<file path="src/rtl/pipeline_ctrl_pkg.sv">
// Shared types and parameter defaults for the pipeline stall/flush controller.
package pipeline_ctrl_pkg;

    typedef enum logic [1:0] {
        RUN   = 2'd0,
        HOLD  = 2'd1,
        PEND  = 2'd2,
        DRAIN = 2'd3
    } state_e;

    localparam int STAGES_DEF       = 6;
    localparam int NSRC_DEF         = 4;
    localparam int REFETCH_HOLD_DEF = 2;
    localparam int CNT_W_DEF        = 32;
    localparam int HOLD_W           = 4;

endpackage

</file>
<file path="src/rtl/pipeline_ctrl_if.sv">
// Request/response bundle between the pipeline stages and the controller.
interface pipeline_ctrl_if #(
    parameter int STAGES = 6,
    parameter int NSRC   = 4
);
    logic [NSRC-1:0]   stall_req;
    logic [STAGES-1:0] hazard_req;
    logic [STAGES-1:0] br_req;
    logic              dslot_younger;
    logic              exc_flush;
    logic              mem_refetch;
    logic [STAGES-1:0] stall;
    logic [STAGES-1:0] flush;
    logic              br_ack;

    modport master (
        output stall_req, hazard_req, br_req, dslot_younger, exc_flush, mem_refetch,
        input  stall, flush, br_ack
    );

    modport slave (
        input  stall_req, hazard_req, br_req, dslot_younger, exc_flush, mem_refetch,
        output stall, flush, br_ack
    );
endinterface

</file>
<file path="src/rtl/pipeline_ctrl_hz_enc.sv">
// Highest-set-bit encoder with a valid flag; used for hazard and branch stage indices.
module pipeline_ctrl_hz_enc #(
    parameter int W  = 6,
    parameter int IW = (W > 1) ? $clog2(W) : 1
) (
    input  logic [W-1:0]  req_i,
    output logic [IW-1:0] idx_o,
    output logic          vld_o
);

    // Scan upward so the highest set bit is the last one written.
    always_comb begin
        idx_o = '0;
        vld_o = 1'b0;
        for (int i = 0; i < W; i++) begin
            idx_o = req_i[i] ? IW'(i) : idx_o;
            vld_o = vld_o | req_i[i];
        end
    end

endmodule

</file>
<file path="src/rtl/pipeline_ctrl.sv">
// Pipeline stall/flush controller: global stalls, exception/refetch flush FSM,
// per-stage hazard bubbles, branch mispredict flush and saturating perf counters.
module pipeline_ctrl
    import pipeline_ctrl_pkg::*;
#(
    parameter int STAGES       = STAGES_DEF,
    parameter int NSRC         = NSRC_DEF,
    parameter int REFETCH_HOLD = REFETCH_HOLD_DEF,
    parameter int CNT_W        = CNT_W_DEF
) (
    input  logic               clk,
    input  logic               resetn,
    pipeline_ctrl_if.slave     pif,
    input  logic               perf_clr,
    output logic [1:0]         state_o,
    output logic [CNT_W-1:0]   stall_cnt,
    output logic [CNT_W-1:0]   flush_cnt
);

    localparam int                IW       = (STAGES > 1) ? $clog2(STAGES) : 1;
    localparam logic [STAGES-1:0] ALL_ONES = {STAGES{1'b1}};
    localparam logic [STAGES-1:0] STAGE0   = STAGES'(1);
    localparam logic [HOLD_W-1:0] HOLD_LD  = HOLD_W'(REFETCH_HOLD);
    localparam logic [CNT_W-1:0]  CNT_MAX  = {CNT_W{1'b1}};

    state_e              state_q, state_d;
    logic [HOLD_W-1:0]   count_q, count_d;
    logic [CNT_W-1:0]    stall_cnt_q, stall_cnt_d;
    logic [CNT_W-1:0]    flush_cnt_q, flush_cnt_d;

    logic                g_s, e_s, flush_ev_s;
    logic [IW-1:0]       hz_idx_s, br_idx_s;
    logic                hz_vld_s, br_vld_s, br_blk_s;
    logic [STAGES-1:0]   stall_s, flush_s, stall_out_s;
    logic                br_ack_s, stall_hit_s;

    pipeline_ctrl_hz_enc #(.W(STAGES), .IW(IW)) u_hz_enc (
        .req_i (pif.hazard_req),
        .idx_o (hz_idx_s),
        .vld_o (hz_vld_s)
    );

    pipeline_ctrl_hz_enc #(.W(STAGES), .IW(IW)) u_br_enc (
        .req_i (pif.br_req),
        .idx_o (br_idx_s),
        .vld_o (br_vld_s)
    );

    assign g_s      = |pif.stall_req;
    assign e_s      = pif.exc_flush | pif.mem_refetch;
    // A branch is deferred while its own stage is held by a hazard bubble.
    assign br_blk_s = hz_vld_s && (br_idx_s <= hz_idx_s);

    // Next-state, hold counter and zero-latency stall/flush decode.
    always_comb begin
        state_d    = state_q;
        count_d    = count_q;
        stall_s    = '0;
        flush_s    = '0;
        br_ack_s   = 1'b0;
        flush_ev_s = 1'b0;
        case (state_q)
            RUN: begin
                if (e_s && !g_s) begin
                    flush_ev_s = 1'b1;
                    count_d    = HOLD_LD;
                    state_d    = DRAIN;
                end else if (g_s) begin
                    stall_s = ALL_ONES;
                    state_d = e_s ? PEND : HOLD;
                end else begin
                    for (int i = 0; i < STAGES; i++) begin
                        stall_s[i] = hz_vld_s && (i <= int'(hz_idx_s));
                        flush_s[i] = (hz_vld_s && (i == int'(hz_idx_s) + 1)) ||
                                     (br_vld_s && !br_blk_s &&
                                      (pif.dslot_younger ? (i + 1 < int'(br_idx_s))
                                                         : (i < int'(br_idx_s))));
                    end
                    br_ack_s = br_vld_s && !br_blk_s;
                end
            end
            HOLD: begin
                stall_s = ALL_ONES;
                if (e_s) begin
                    state_d = PEND;
                end else if (!g_s) begin
                    state_d = RUN;
                end else begin
                    state_d = HOLD;
                end
            end
            PEND: begin
                if (g_s) begin
                    stall_s = ALL_ONES;
                end else begin
                    flush_ev_s = 1'b1;
                    count_d    = HOLD_LD;
                    state_d    = DRAIN;
                end
            end
            DRAIN: begin
                if (e_s && !g_s) begin
                    flush_ev_s = 1'b1;
                    count_d    = HOLD_LD;
                end else if (e_s) begin
                    stall_s = ALL_ONES;
                    state_d = PEND;
                end else if (g_s) begin
                    stall_s = ALL_ONES;
                end else begin
                    stall_s = STAGE0;
                    count_d = count_q - HOLD_W'(1);
                    state_d = (count_q <= HOLD_W'(1)) ? RUN : DRAIN;
                end
            end
            default: begin
                state_d = RUN;
                count_d = '0;
            end
        endcase
        if (flush_ev_s) begin
            flush_s = ALL_ONES;
        end else begin
            flush_s = flush_s;
        end
    end

    assign stall_out_s = stall_s & ~flush_s;
    assign stall_hit_s = stall_out_s[STAGES-1] | g_s;

    // Saturating performance counters; clear wins over a same-cycle increment.
    always_comb begin
        if (perf_clr) begin
            stall_cnt_d = '0;
            flush_cnt_d = '0;
        end else begin
            stall_cnt_d = (stall_hit_s && stall_cnt_q != CNT_MAX) ? stall_cnt_q + CNT_W'(1)
                                                                   : stall_cnt_q;
            flush_cnt_d = (flush_ev_s && flush_cnt_q != CNT_MAX) ? flush_cnt_q + CNT_W'(1)
                                                                  : flush_cnt_q;
        end
    end

    // State, hold counter and perf counter registers.
    always_ff @(posedge clk or negedge resetn) begin
        if (!resetn) begin
            state_q     <= RUN;
            count_q     <= '0;
            stall_cnt_q <= '0;
            flush_cnt_q <= '0;
        end else begin
            state_q     <= state_d;
            count_q     <= count_d;
            stall_cnt_q <= stall_cnt_d;
            flush_cnt_q <= flush_cnt_d;
        end
    end

    assign pif.stall  = stall_out_s;
    assign pif.flush  = flush_s;
    assign pif.br_ack = br_ack_s;
    assign state_o    = state_q;
    assign stall_cnt  = stall_cnt_q;
    assign flush_cnt  = flush_cnt_q;

endmodule

</file>
<file path="src/flat_wrapper.sv">
// flat-port wrapper written by rule: the top's interface ports become plain ports
module pipeline_ctrl_flat import pipeline_ctrl_pkg::*;
#(
    parameter int STAGES       = STAGES_DEF,
    parameter int NSRC         = NSRC_DEF,
    parameter int REFETCH_HOLD = REFETCH_HOLD_DEF,
    parameter int CNT_W        = CNT_W_DEF
)
  (clk, resetn, perf_clr, state_o, stall_cnt, flush_cnt, pif_stall_req, pif_hazard_req, pif_br_req, pif_dslot_younger, pif_exc_flush, pif_mem_refetch, pif_stall, pif_flush, pif_br_ack);
  pipeline_ctrl_if #(.STAGES(STAGES), .NSRC(NSRC)) pif_i ();
  input  logic clk;
  input  logic resetn;
  input  logic perf_clr;
  output logic [1:0] state_o;
  output logic [CNT_W-1:0] stall_cnt;
  output logic [CNT_W-1:0] flush_cnt;
  input wire logic [$bits(pif_i.stall_req)-1:0] pif_stall_req;
  input wire logic [$bits(pif_i.hazard_req)-1:0] pif_hazard_req;
  input wire logic [$bits(pif_i.br_req)-1:0] pif_br_req;
  input wire logic [$bits(pif_i.dslot_younger)-1:0] pif_dslot_younger;
  input wire logic [$bits(pif_i.exc_flush)-1:0] pif_exc_flush;
  input wire logic [$bits(pif_i.mem_refetch)-1:0] pif_mem_refetch;
  output wire logic [$bits(pif_i.stall)-1:0] pif_stall;
  output wire logic [$bits(pif_i.flush)-1:0] pif_flush;
  output wire logic [$bits(pif_i.br_ack)-1:0] pif_br_ack;
  assign pif_i.stall_req = pif_stall_req;
  assign pif_i.hazard_req = pif_hazard_req;
  assign pif_i.br_req = pif_br_req;
  assign pif_i.dslot_younger = pif_dslot_younger;
  assign pif_i.exc_flush = pif_exc_flush;
  assign pif_i.mem_refetch = pif_mem_refetch;
  assign pif_stall = pif_i.stall;
  assign pif_flush = pif_i.flush;
  assign pif_br_ack = pif_i.br_ack;
  pipeline_ctrl #(.STAGES(STAGES), .NSRC(NSRC), .REFETCH_HOLD(REFETCH_HOLD), .CNT_W(CNT_W)) u_core (.clk(clk), .resetn(resetn), .pif(pif_i), .perf_clr(perf_clr), .state_o(state_o), .stall_cnt(stall_cnt), .flush_cnt(flush_cnt));
endmodule
</file>
<file path="config.mk">
export PLATFORM = sky130hd
export DESIGN_NAME = pipeline_ctrl_flat
export DESIGN_NICKNAME = d
export VERILOG_FILES = /design/src/rtl/pipeline_ctrl_pkg.sv /design/src/rtl/pipeline_ctrl_if.sv /design/src/rtl/pipeline_ctrl_hz_enc.sv /design/src/rtl/pipeline_ctrl.sv /design/src/flat_wrapper.sv
export SDC_FILE = /design/constraint.sdc
export NUM_CORES = 1
export LEC_CHECK = 0
export BUFFER_PORTS_ARGS = -buffer_cell sky130_fd_sc_hd__buf_2
export CORE_MARGIN = 5
export CORE_UTILIZATION = 55
export DETAILED_ROUTE_END_ITERATION = 10
export PLACE_DENSITY = 0.87
export SLEW_MARGIN = 20
export SYNTH_ARGS = -nofsm -noshare
export SYNTH_HDL_FRONTEND = slang
export SYNTH_SLANG_ARGS = --single-unit
</file>
<file path="constraint.sdc">
create_clock -name clk -period 2.7 [get_ports clk]
set_clock_uncertainty 0.05 [all_clocks]
set_input_delay 0.135 -clock clk [delete_from_list [all_inputs] [get_ports clk]]
set_output_delay 0.135 -clock clk [all_outputs]
set_load 0.02 [all_outputs]
</file>
==> results by group, run 1 <==
Critical path
  • Setup crit start kind: flop
  • CP Data Arrival Time: between 2 and 2.5 ns
  • Crit-path slowest cell: or3b_2
  • Largest stage delay, worst path: around 0.5 ns
  • Crit path max fanout: 5
  • RR Startpoint: u_core.state_o[1]$_DFFE_PN0P_
  • CP Data Required Time: about 2.5 ns
  • Critical path class: flop to output pin
  • Crit-path cells: inv_1 > ha_1 > or3b_2 > nor3b_2 > o32ai_1 > buf_2
  • CP Capture Type: output pin
  • Crit path from: u_core.state_o[0]$_DFFE_PN0P_

Placement
  • Gp weighted congestion: around 0.91
  • DP Wirelength: roughly 8 mm
  • # port buffers: 100
  • Post-Place Cells: 690

CTS
  • Worst-path clk slew: 0.07 ns
  • Clk_lat worst skew: around 0.35 ns
  • Maximum clock path buffer count: 2
  • H-tree levels: 3
  • Total CTS buffers: 9
  • Clock root buffer: clkbuf_8
  • CTS tree: built
  • CTS sink cnt: 70

Timing
  • Post-route setup TNS: 0 ns
  • Unrepaired setup endpoints after global routing: no
  • Final slew viol count: 0
  • Endpoints failing setup: 0
  • Hold WS: 0.257 ns
  • Max Clock Freq: roughly 400 MHz
  • Slew margin rel.: approximately two fifths
  • Fin crit share: 92.7%
  • Worst Tran Pin Value: about 0.88 ns
  • Fin. Hold Viols: 0
  • Post-layout min period: 2.50 ns

Finish
  • Post-route insts no fill: roughly 710
  • Share of cells above drive strength 1: 24.3%
  • Antenna Cells: 0
  • Final core occ: 67.5%
  • Fillers: between 600 and 700
  • Area occupied by multi-input gates: ~2500 sq um
  • Area grow syn2layout: 19.7%
  • FF+latch area: roughly 1800 sq um
  • Final #Nets: around 640

Yosys
  • Most frequent cells after synthesis: 84 x nor2_1, 70 x dfrtp_1, 46 x xor2_1
  • Synth Area per Inst: 8.71 sq um
  • Count leader, synth: nor2_1
  • Post-synth cell types: 56
  • Cell accounting for the most synthesized area: dfrtp_1
  • Syn nets: about 530
  • Synthesized instance count: between 400 and 500
  • Ys flop type: dfrtp_1
  • Synth top area share: 40.4%
  • Yosys warns: 0
  • Post-synth EDFFs: 0
  • Sequential area share after synthesis: between 40% and 50%
  • Synthesized area: 4340 sq um
  • Post-synth ARST share: 100%
  • Area contributors post-synth: dfrtp_1 40%, xor2_1 9.3%, nor2_1 7.3%
  • Synth Register Bits: 70

Routing
  • Routed wire length: 11.0 mm
  • Routed wire length per instance: 15.6 um
  • First-pass DRT Iterations: 5
  • Remaining antenna violation count: 0
  • Via density: 5.79
  • DR DRC count: 0
  • DRT iter0 DRCs: between 200 and 300
  • Routed vias: between 4000 and 5000

Global routing
  • Number of global-route vias before repair: roughly 4000
  • GRT Total Usage: approximately 23%
  • Antenna violations before repair: 0
  • Remaining Overflow, GRT: 0
  • Pin count of the biggest net entering global routing: 71
  • First-pass GRT wire length: about 18 mm

Power and ir drop
  • P per Cell Area: roughly 540 nW/um^2
  • Leakage Power: approximately 2.5 nW
  • Peak VDD IR: roughly 0.00033 V
  • Final Power: approximately 2.8 mW

Run status
  • Status: finished clean

Floorplan
  • Die height: approximately 99 um
  • Core region area: 7690 sq um
  • Width of the chip: about 99 um
  • Initial cell density of the core: between 50 and 60%
  • # IOs: roughly 100
  • Die Area: slightly below 10000 sq um
  • Rows: 32

Worst hold path
  • Worst min-delay path class: primary input to flop
  • Min-delay src: perf_clr

Run
  • Max-cap violations: 0
[sequential cells by signal (all words and copies together) (netlist names)]
| name | cells |
|---|---|
| u_core.count_q | 4 |
| u_core.flush_cnt | 32 |
| u_core.stall_cnt | 32 |
| u_core.state_o | 2 |
[path summary, 6_finish.rpt]
kind,endpoint,slack (ns),depth (start not counted)
max,pif_stall[5],0.20,6
min reg2reg,u_core.state_o[0]$_DFFE_PN0P_,0.50,1
max in group asynchronous,u_core.state_o[0]$_DFFE_PN0P_,1.49,3
min,u_core.stall_cnt[20]$_DFFE_PN0P_,0.26,2
max reg2reg,u_core.stall_cnt[29]$_DFFE_PN0P_,0.23,9
min in group asynchronous,u_core.flush_cnt[15]$_DFFE_PN0P_,0.46,3
[worst max-delay path, delay by kind of cell (launching register included)]
family                   cells  cell delay [ns]
AND/OR/NAND/NOR              2             0.83
AO/OA/AOI/OAI                1             0.18
adder cells (fa/ha/maj)      1             0.22
flip-flops                   1             0.44
buffers and inverters        2             0.31
[routing by layer]
layer  wire (um)  GRT usage (%)
met5           0              0
met4         212           8.61
met3         640           4.53
met2        5480           38.1
met1        4690           28.7
[where the power goes]
group | internal [mW] | total [mW] | switching [mW]
Clock | 0.377 | 0.762 | 0.385
Sequential | 1.09 | 1.12 | 0.0398
Combinational | 0.324 | 0.899 | 0.575
Total | 1.79 | 2.79 | 0.999
[kinds of logic (layout without fill, tap and decap cells)]
family                     after synthesis  after routing  synth area share [%]
muxes                                    2              2                 0.462
adders and majority gates               12             12                  3.46
xor gates and xnor gates                58             58                  11.7
buffers and inverters                   35            142                  3.20
DFF                                     70             70                  40.4
AOI/OAI and AO/OA                       62             62                  10.4
and+or+nand+nor                        259            259                  30.4
[stage by stage]
| step | area [sq um] | setup WS (ns) |
|---|---|---|
| after floorplan | 4350 | 0.0833 |
| after global placement | 4980 | 0.268 |
| after detailed placement | 4980 | 0.157 |
| after CTS | 5170 | 0.125 |
| after global routing | 5190 | 0.0340 |
| final | 5190 | 0.196 |
[layout by cell type, fill, tap and decap left out, types with 2 or more instances in the layout]
cell type	instances
a21oi_1	20
a311oi_2	2
a31oi_1	2
and2_1	4
and3_1	14
and4_1	4
buf_2	98
buf_4	9
clkbuf_8	11
clkinvlp_4	2
dfrtp_1	69
ha_1	12
inv_1	18
mux2i_1	2
nand2_1	34
nand2b_1	3
nand3_1	39
nand4_1	26
nand4b_1	2
nor2_1	84
nor2b_1	4
nor3_1	19
nor4_1	4
o21a_1	3
o21ai_0	11
o21ai_1	4
o221ai_1	2
o22ai_1	2
o32ai_1	2
or2_2	4
or3_1	6
or3b_2	2
xnor2_1	12
xor2_1	46
[layout make-up]
type	instances	share of cell area, %
multi-input combinational	393	47.7
sequential	70	33.8
timing repair buffer	109	11.3
clock buffer	12	2.99
tap	102	2.46
inverter	18	1.30
clock inverter	3	0.386
[what timing repair did]
| item | in CTS | in global routing |
|---|---|---|
| buffers inserted | 0 | 1 |
| endpoints found under the hold margin | 70 | 0 |
| endpoints found under the setup margin | 0 | 6 |
| hold buffers | 1 | 0 |
| gates resized for setup | 0 | 6 |
(Power assumes the default switching activity.)
==> inputs of run 2 (changes only) <==
ABC_AREA = 1   (was not set)
CORE_UTILIZATION = 62   (was 55)
PLACE_DENSITY = 0.93   (was 0.87)
clock period = 3.2 ns   (was 2.7 ns; I/O delays follow)
==> run 2 against run 1 <==
Synthesized cell count increased by 80%. Via count increased by 50%. Hold slack got worse by 0.12 ns. First-iteration DRC count increased by 100%. Wire length increased by 45%. Area after synthesis increased by 30%. Critical path type is now flop to flop. Highest routed layer unchanged.
==> results by group, run 2 <==
Run
  • Max-cap violations: 0

Yosys
  • Yosys warns: 0
  • Post-synth cell types: 39
  • Synthesized area: 5650 sq um
  • Syn nets: between 900 and 1000
  • Post-synth EDFFs: 0
  • Synth Register Bits: 70
  • Sequential area share after synthesis: between 30% and 40%
  • Ys flop type: dfrtp_1
  • Cell accounting for the most synthesized area: dfrtp_1
  • Synth Area per Inst: between 6 and 7 sq um
  • Post-synth ARST share: 100%
  • Synthesized instance count: between 800 and 900
  • Area contributors post-synth: dfrtp_1 31%, nand2_1 19%, nand3_1 9.2%
  • Synth top area share: a little under a third
  • Count leader, synth: nand2_1
  • Most frequent cells after synthesis: 288 x nand2_1, 130 x nor2_1, 110 x inv_1

Worst hold path
  • Worst min-delay path class: primary input to flop
  • Min-delay src: perf_clr
  • Worst hold path depth: 4
  • WHS Endpoint: u_core.flush_cnt[13]$_DFFE_PN0P_

CTS
  • H-tree levels: 3
  • Clk_lat worst skew: 0.36 ns
  • Total CTS buffers: 9
  • Maximum clock path buffer count: 2
  • Clock root buffer: clkbuf_8
  • Post-CTS sizing: 0
  • CTS tree: built
  • Worst-path clk slew: approximately 0.080 ns
  • CTS sink cnt: 70

Power and ir drop
  • P per Cell Area: ~390 nW/um^2
  • Leakage Power: around 3.4 nW
  • Peak VDD IR: approximately 0.00024 V
  • Final Power: approximately 2.5 mW

Global routing
  • First-pass GRT wire length: between 20 and 30 mm
  • Antenna violations before repair: 0
  • Remaining Overflow, GRT: 0
  • Pin count of the biggest net entering global routing: around 70
  • GRT Total Usage: between 20% and 30%
  • Number of global-route vias before repair: 5670

Critical path
  • R2R Setup Slk: about 0.64 ns
  • Crit-path cells: ha_1 > inv_2 > nor2_4 > nand2_1 > nor2_1 > nand2_1 > nand2_4 > nand3_1 > nand2_1
  • Most common cell on crit path: nand2_1
  • Reg2reg path depth: 9
  • CP Capture Type: flop
  • CP Data Arrival Time: roughly 2.8 ns
  • Cell family with most CP delay: simple AND/OR/NAND/NOR gates
  • CP Data Required Time: around 3.4 ns
  • Critical path class: flop to flop
  • CP Buf/Inv Count: 1
  • Crit Reg-Reg Endpoint: u_core.stall_cnt[24]$_DFFE_PN0P_
  • Crit path max fanout: 32
  • Setup crit start kind: flop
  • Largest stage delay, worst path: approximately 0.48 ns
  • Crit-path slowest cell: nand2_4
  • RR Startpoint: u_core.stall_cnt[0]$_DFFE_PN0P_

Finish
  • Area grow syn2layout: 13.0%
  • Most common cell after layout, fill and taps aside: nand2_1
  • Most frequent cells in the layout: 288 x nand2_1, 130 x nor2_1, 110 x inv_1
  • Area occupied by multi-input gates: about 3300 sq um
  • Fillers: approximately 800
  • FF+latch area: 1750 sq um
  • Antenna Cells: 0
  • Share of cells above drive strength 1: 15.3%
  • Final #Nets: 1023

Routing
  • Remaining antenna violation count: 0
  • Routed wire length: 16.0 mm
  • Routed wire length per instance: 14.5 um
  • DR DRC count: 0
  • DRT iter0 DRCs: 594
  • Via density: roughly 5.6
  • First-pass DRT Iterations: 5
  • Routed vias: 6131

Floorplan
  • Initial cell density of the core: 64.1%
  • # IOs: 101
  • Die Area: roughly 11000 sq um
  • Core region area: roughly 8800 sq um
  • Rows: 34
  • Die height: 105 um
  • Width of the chip: between 100 and 150 um

Run status
  • Status: finished clean

Timing
  • Final slew viol count: 0
  • Endpoints failing setup: 0
  • Post-layout min period: around 2.6 ns
  • Slew margin rel.: about 57%
  • Post-route setup TNS: 0 ns
  • Worst Tran Pin Value: around 0.64 ns
  • Unrepaired setup endpoints after global routing: no
  • Hold WS: around 0.13 ns
  • Fin. Hold Viols: 0
  • Fin crit share: 80.1%
  • Max Clock Freq: about 400 MHz

Placement
  • Gp weighted congestion: slightly below 1
  • # port buffers: 100
  • DP Wirelength: around 12 mm
[run 2: metal layers]
layer  vias to the layer above  share of wire (%)  global-route usage (%)
met5                         -                  0                       0
met4                         0                1.4                    7.03
met3                        21                9.2                    6.97
met2                       278                 43                    44.3
met1                      2796                 46                    43.3
li1                       3036                  -                       -
[run 2: through the flow]
step | cells | instance area (sq um) | setup WS (ns) | util [%]
after floorplan | 896 | 5650 | 1.14 | -
after global placement | 1085 | 6170 | 0.831 | 70.1
after detailed placement | 1085 | 6170 | 0.689 | 70.1
after CTS | 1102 | 6380 | 0.663 | 72.5
after global routing | 1102 | 6380 | 0.378 | 72.5
final | 1102 | 6380 | 0.638 | 72.5
[run 2: repair_timing]
| action | CTS | global route |
|---|---|---|
| buffers inserted | 0 | 0 |
| hold buffers | 1 | 0 |
| hold endpoints to repair | 24 | 0 |
[run 2: final cells by class]
| class | instances | area share, % |
|---|---|---|
| repair buffers | 106 | 8.78 |
| clock buffers | 10 | 2.16 |
| flip-flops and latches | 70 | 27.4 |
| clock inverters | 6 | 0.960 |
| inverters | 115 | 6.86 |
| well taps | 108 | 2.12 |
| multi-input cells | 687 | 51.7 |
[run 2: logic make-up after synthesis]
kind of cell / count (synthesis) / synth area share [%]
and+or+nand+nor: 596 / 45.8
buffers and inverters: 139 / 10.6
DFF: 70 / 31.0
AOI/OAI and AO/OA: 53 / 5.89
xor gates and xnor gates: 26 / 4.03
adders and majority gates: 12 / 2.66
[run 2: power by group]
part / leakage (nW) / switching [mW] / internal [mW]
Sequential: 0.964 / 0.0429 / 0.925
Combinational: 2.36 / 0.517 / 0.249
Clock: 0.102 / 0.367 / 0.378
Total: 3.43 / 0.926 / 1.55
[run 2: worst max-delay path by stage]
stage | start | to | slack, ns | depth (start not counted)
floorplan | u_core.state_o[0]$_DFFE_PN0P_ | u_core.stall_cnt[20]$_DFFE_PN0P_ | 1.14 | 11
global placement | u_core.stall_cnt[0]$_DFFE_PN0P_ | u_core.stall_cnt[31]$_DFFE_PN0P_ | 0.83 | 9
detailed placement | u_core.stall_cnt[0]$_DFFE_PN0P_ | u_core.stall_cnt[17]$_DFFE_PN0P_ | 0.69 | 9
CTS | u_core.stall_cnt[0]$_DFFE_PN0P_ | u_core.stall_cnt[24]$_DFFE_PN0P_ | 0.66 | 9
global route | u_core.stall_cnt[0]$_DFFE_PN0P_ | u_core.stall_cnt[16]$_DFFE_PN0P_ | 0.38 | 9
finish | u_core.stall_cnt[0]$_DFFE_PN0P_ | u_core.stall_cnt[24]$_DFFE_PN0P_ | 0.64 | 9
[run 2: tightest hold or removal path, cell delays in order]
cell and delay [ns]:
buf_2 0.20, nor2_1 0.07, nand2_1 0.04, nand2_1 0.04
==> inputs of run 3 (changes only) <==
CORE_UTILIZATION = 52   (was 62)
PLACE_DENSITY = 0.84   (was 0.93)
clock period = 2.08 ns   (was 3.2 ns; I/O delays follow)
==> run 3 against run 2 <==
The flow now finishes with violations (negative setup slack). Combinational power grew 95%. Wire length rose by 1.3%. Via count up 1.6%. Worst setup slack got worse by 0.65 ns. Hold slack lost 0.044 ns. Total power rose by 70%. First-iteration DRC count rose by 2.4%. Global-route usage decreased by 4.8 points. Cell count is 5.7% higher. Critical path type is now flop to output pin. Critical endpoint is now pif_stall[5]. Largest cell class unchanged. Largest power group unchanged.
==> results by group, run 3 (synthesized netlist as in run 2, its figures left out) <==
Timing
  • Post-layout min period: 2.09 ns
  • Fin. Hold Viols: 0
  • Fin crit share: 100%
  • Final slew viol count: 0
  • Max Clock Freq: approximately 480 MHz
  • Unrepaired setup endpoints after global routing: yes
  • Worst Tran Pin Value: 0.570 ns
  • Slew margin rel.: 62.0%
  • Endpoints failing setup: 1
  • Hold WS: around 0.09 ns
  • Final Worst Setup Slack: -0.00710 ns

Run status
  • Failing checks: negative setup slack
  • Status: complete, but fails checks

CTS
  • Worst-path clk slew: approximately 0.080 ns
  • Total CTS buffers: 9
  • CTS tree: built
  • CTS sink cnt: 70
  • Clk_lat worst skew: between 0.3 and 0.4 ns
  • Clock root buffer: clkbuf_8
  • H-tree levels: 3
  • Maximum clock path buffer count: 2

Floorplan
  • Width of the chip: between 100 and 150 um
  • Die Area: roughly 13000 sq um
  • Core region area: roughly 11000 sq um
  • Rows: 38
  • Initial cell density of the core: roughly 53%
  • Die height: around 110 um
  • # IOs: roughly 100

Finish
  • Antenna Cells: 0
  • Area grow syn2layout: 21.0%
  • Post-route insts no fill: 1165
  • Share of cells above drive strength 1: between 20% and 30%
  • Most frequent cells in the layout: 282 x nand2_1, 127 x nor2_1, 106 x inv_1
  • Fin area: ~6800 sq um
  • Final #Nets: around 1100
  • Most common cell after layout, fill and taps aside: nand2_1

Power and ir drop
  • Final Power: around 4.2 mW
  • Leakage Power: 3.60 nW
  • P per Cell Area: 615 nW/um^2
  • Peak VDD IR: between 0.0007 and 0.0008 V

Global routing
  • Antenna violations before repair: 0
  • Pin count of the biggest net entering global routing: 65
  • GRT Total Usage: about 25%
  • First-pass GRT wire length: around 27 mm
  • Remaining Overflow, GRT: 0
  • Number of global-route vias before repair: about 5700

Critical path
  • Critical path class: flop to output pin
  • Crit-path slowest cell: dfrtp_2
  • Largest stage delay, worst path: about 0.48 ns
  • Crit-path cells: inv_4 > ha_4 > o21ai_1 > nand2_2 > buf_4 > nand2_1 > nor2_1 > buf_2
  • CP Data Arrival Time: around 1.9 ns
  • Crit path max fanout: 5
  • Setup crit start kind: flop
  • CP Data Required Time: roughly 1.9 ns
  • CP Capture Type: output pin

Routing
  • DRT iter0 DRCs: approximately 610
  • Remaining antenna violation count: 0
  • Via density: ~5.3
  • Routed vias: between 6000 and 7000
  • First-pass DRT Iterations: 6
  • DR DRC count: 0
  • Routed wire length: about 16 mm
  • Routed wire length per instance: 13.9 um

Run
  • Max-cap violations: 0

Placement
  • Gp weighted congestion: roughly 0.98
  • Area post-placement: 6410 sq um
  • DP Wirelength: ~12 mm
  • Post-Place Cells: 1141
  • # port buffers: 100

Worst hold path
  • Worst min-delay path class: primary input to flop
==> run 3: cell types whose count changed in the layout (fill, tap and decap cells not counted), moves of 3 or more <==
| cell | delta |
|---|---|
| nand2_2 | +5 |
| ha_1 | -5 |
| inv_1 | -4 |
| buf_4 | +32 |
| nand2_1 | -6 |
| nor2_1 | -3 |
| ha_4 | +4 |
| nor2_2 | +3 |
| buf_2 | -5 |
==> run 3: through the flow <==
step	setup TNS (ns)	setup WS, ns	utilization (%)
4_1_cts	0	0.000176	62.3
3_5_place_dp	0	0.0123	59.7
6_report	-0.00710	-0.00710	63.6
3_3_place_gp	0	0.112	59.7
2_1_floorplan	0	0.0247	-
5_1_grt	-1.11	-0.0978	63.6
==> run 3: worst max-delay path: cells and delay by family, from the launching register on <==
family	cells	cell delay [ns]
simple gates	3	0.28
compound gates	1	0.16
fa+ha+maj	1	0.21
buf+inv	3	0.45
flops	1	0.48
==> run 3: timing repair <==
action	CTS	global route
cloned	0	1
resized for setup	12	29
setup buffers	3	4
endpoints found under the hold margin	41	0
setup endpoints to repair	11	53
hold buffers	1	0
pin swaps	3	8
==> run 3: path summary, 6_finish.rpt <==
| path | cells past startpoint | from | slack (ns) | end |
|---|---|---|---|---|
| setup / recovery | 8 | u_core.state_o[1]$_DFFE_PN0P_ | -0.007 | pif_stall[5] |
| hold / removal | 4 | perf_clr | 0.09 | u_core.flush_cnt[13]$_DFFE_PN0P_ |
| setup reg to reg | 10 | u_core.state_o[1]$_DFFE_PN0P_ | 0.05 | u_core.stall_cnt[4]$_DFFE_PN0P_ |
| hold reg to reg | 2 | u_core.count_q[3]$_DFFE_PN0P_ | 0.49 | u_core.count_q[3]$_DFFE_PN0P_ |
| max in group asynchronous | 3 | resetn | 1.16 | u_core.stall_cnt[17]$_DFFE_PN0P_ |
| min in group asynchronous | 2 | resetn | 0.22 | u_core.flush_cnt[6]$_DFFE_PN0P_ |
==> run 3: cell type report <==
cell class / count / area [sq um]
repair inverters: 1 / 7.51
repair buffers: 136 / 818
inverters: 115 / 447
fillers: 1029 / 3910
well taps: 140 / 175
clock inverters: 6 / 86.3
clock buffers: 10 / 128
multi-input cells: 687 / 3420
flip-flops and latches: 70 / 1750
==> run 3: report_power, final <==
group | switching [mW] | internal (mW)
registers | 0.0705 | 1.42
logic | 0.934 | 0.561
clock network | 0.538 | 0.674
==> run 3: routing by layer <==
layer	part of all wire [%]	vias to the layer above	global-route usage (%)
met4	1.5	0	5.94
met1	45	2851	34.6
li1	-	3094	-
met5	0	-	0
met2	45	256	40.2
met3	7.7	31	4.02
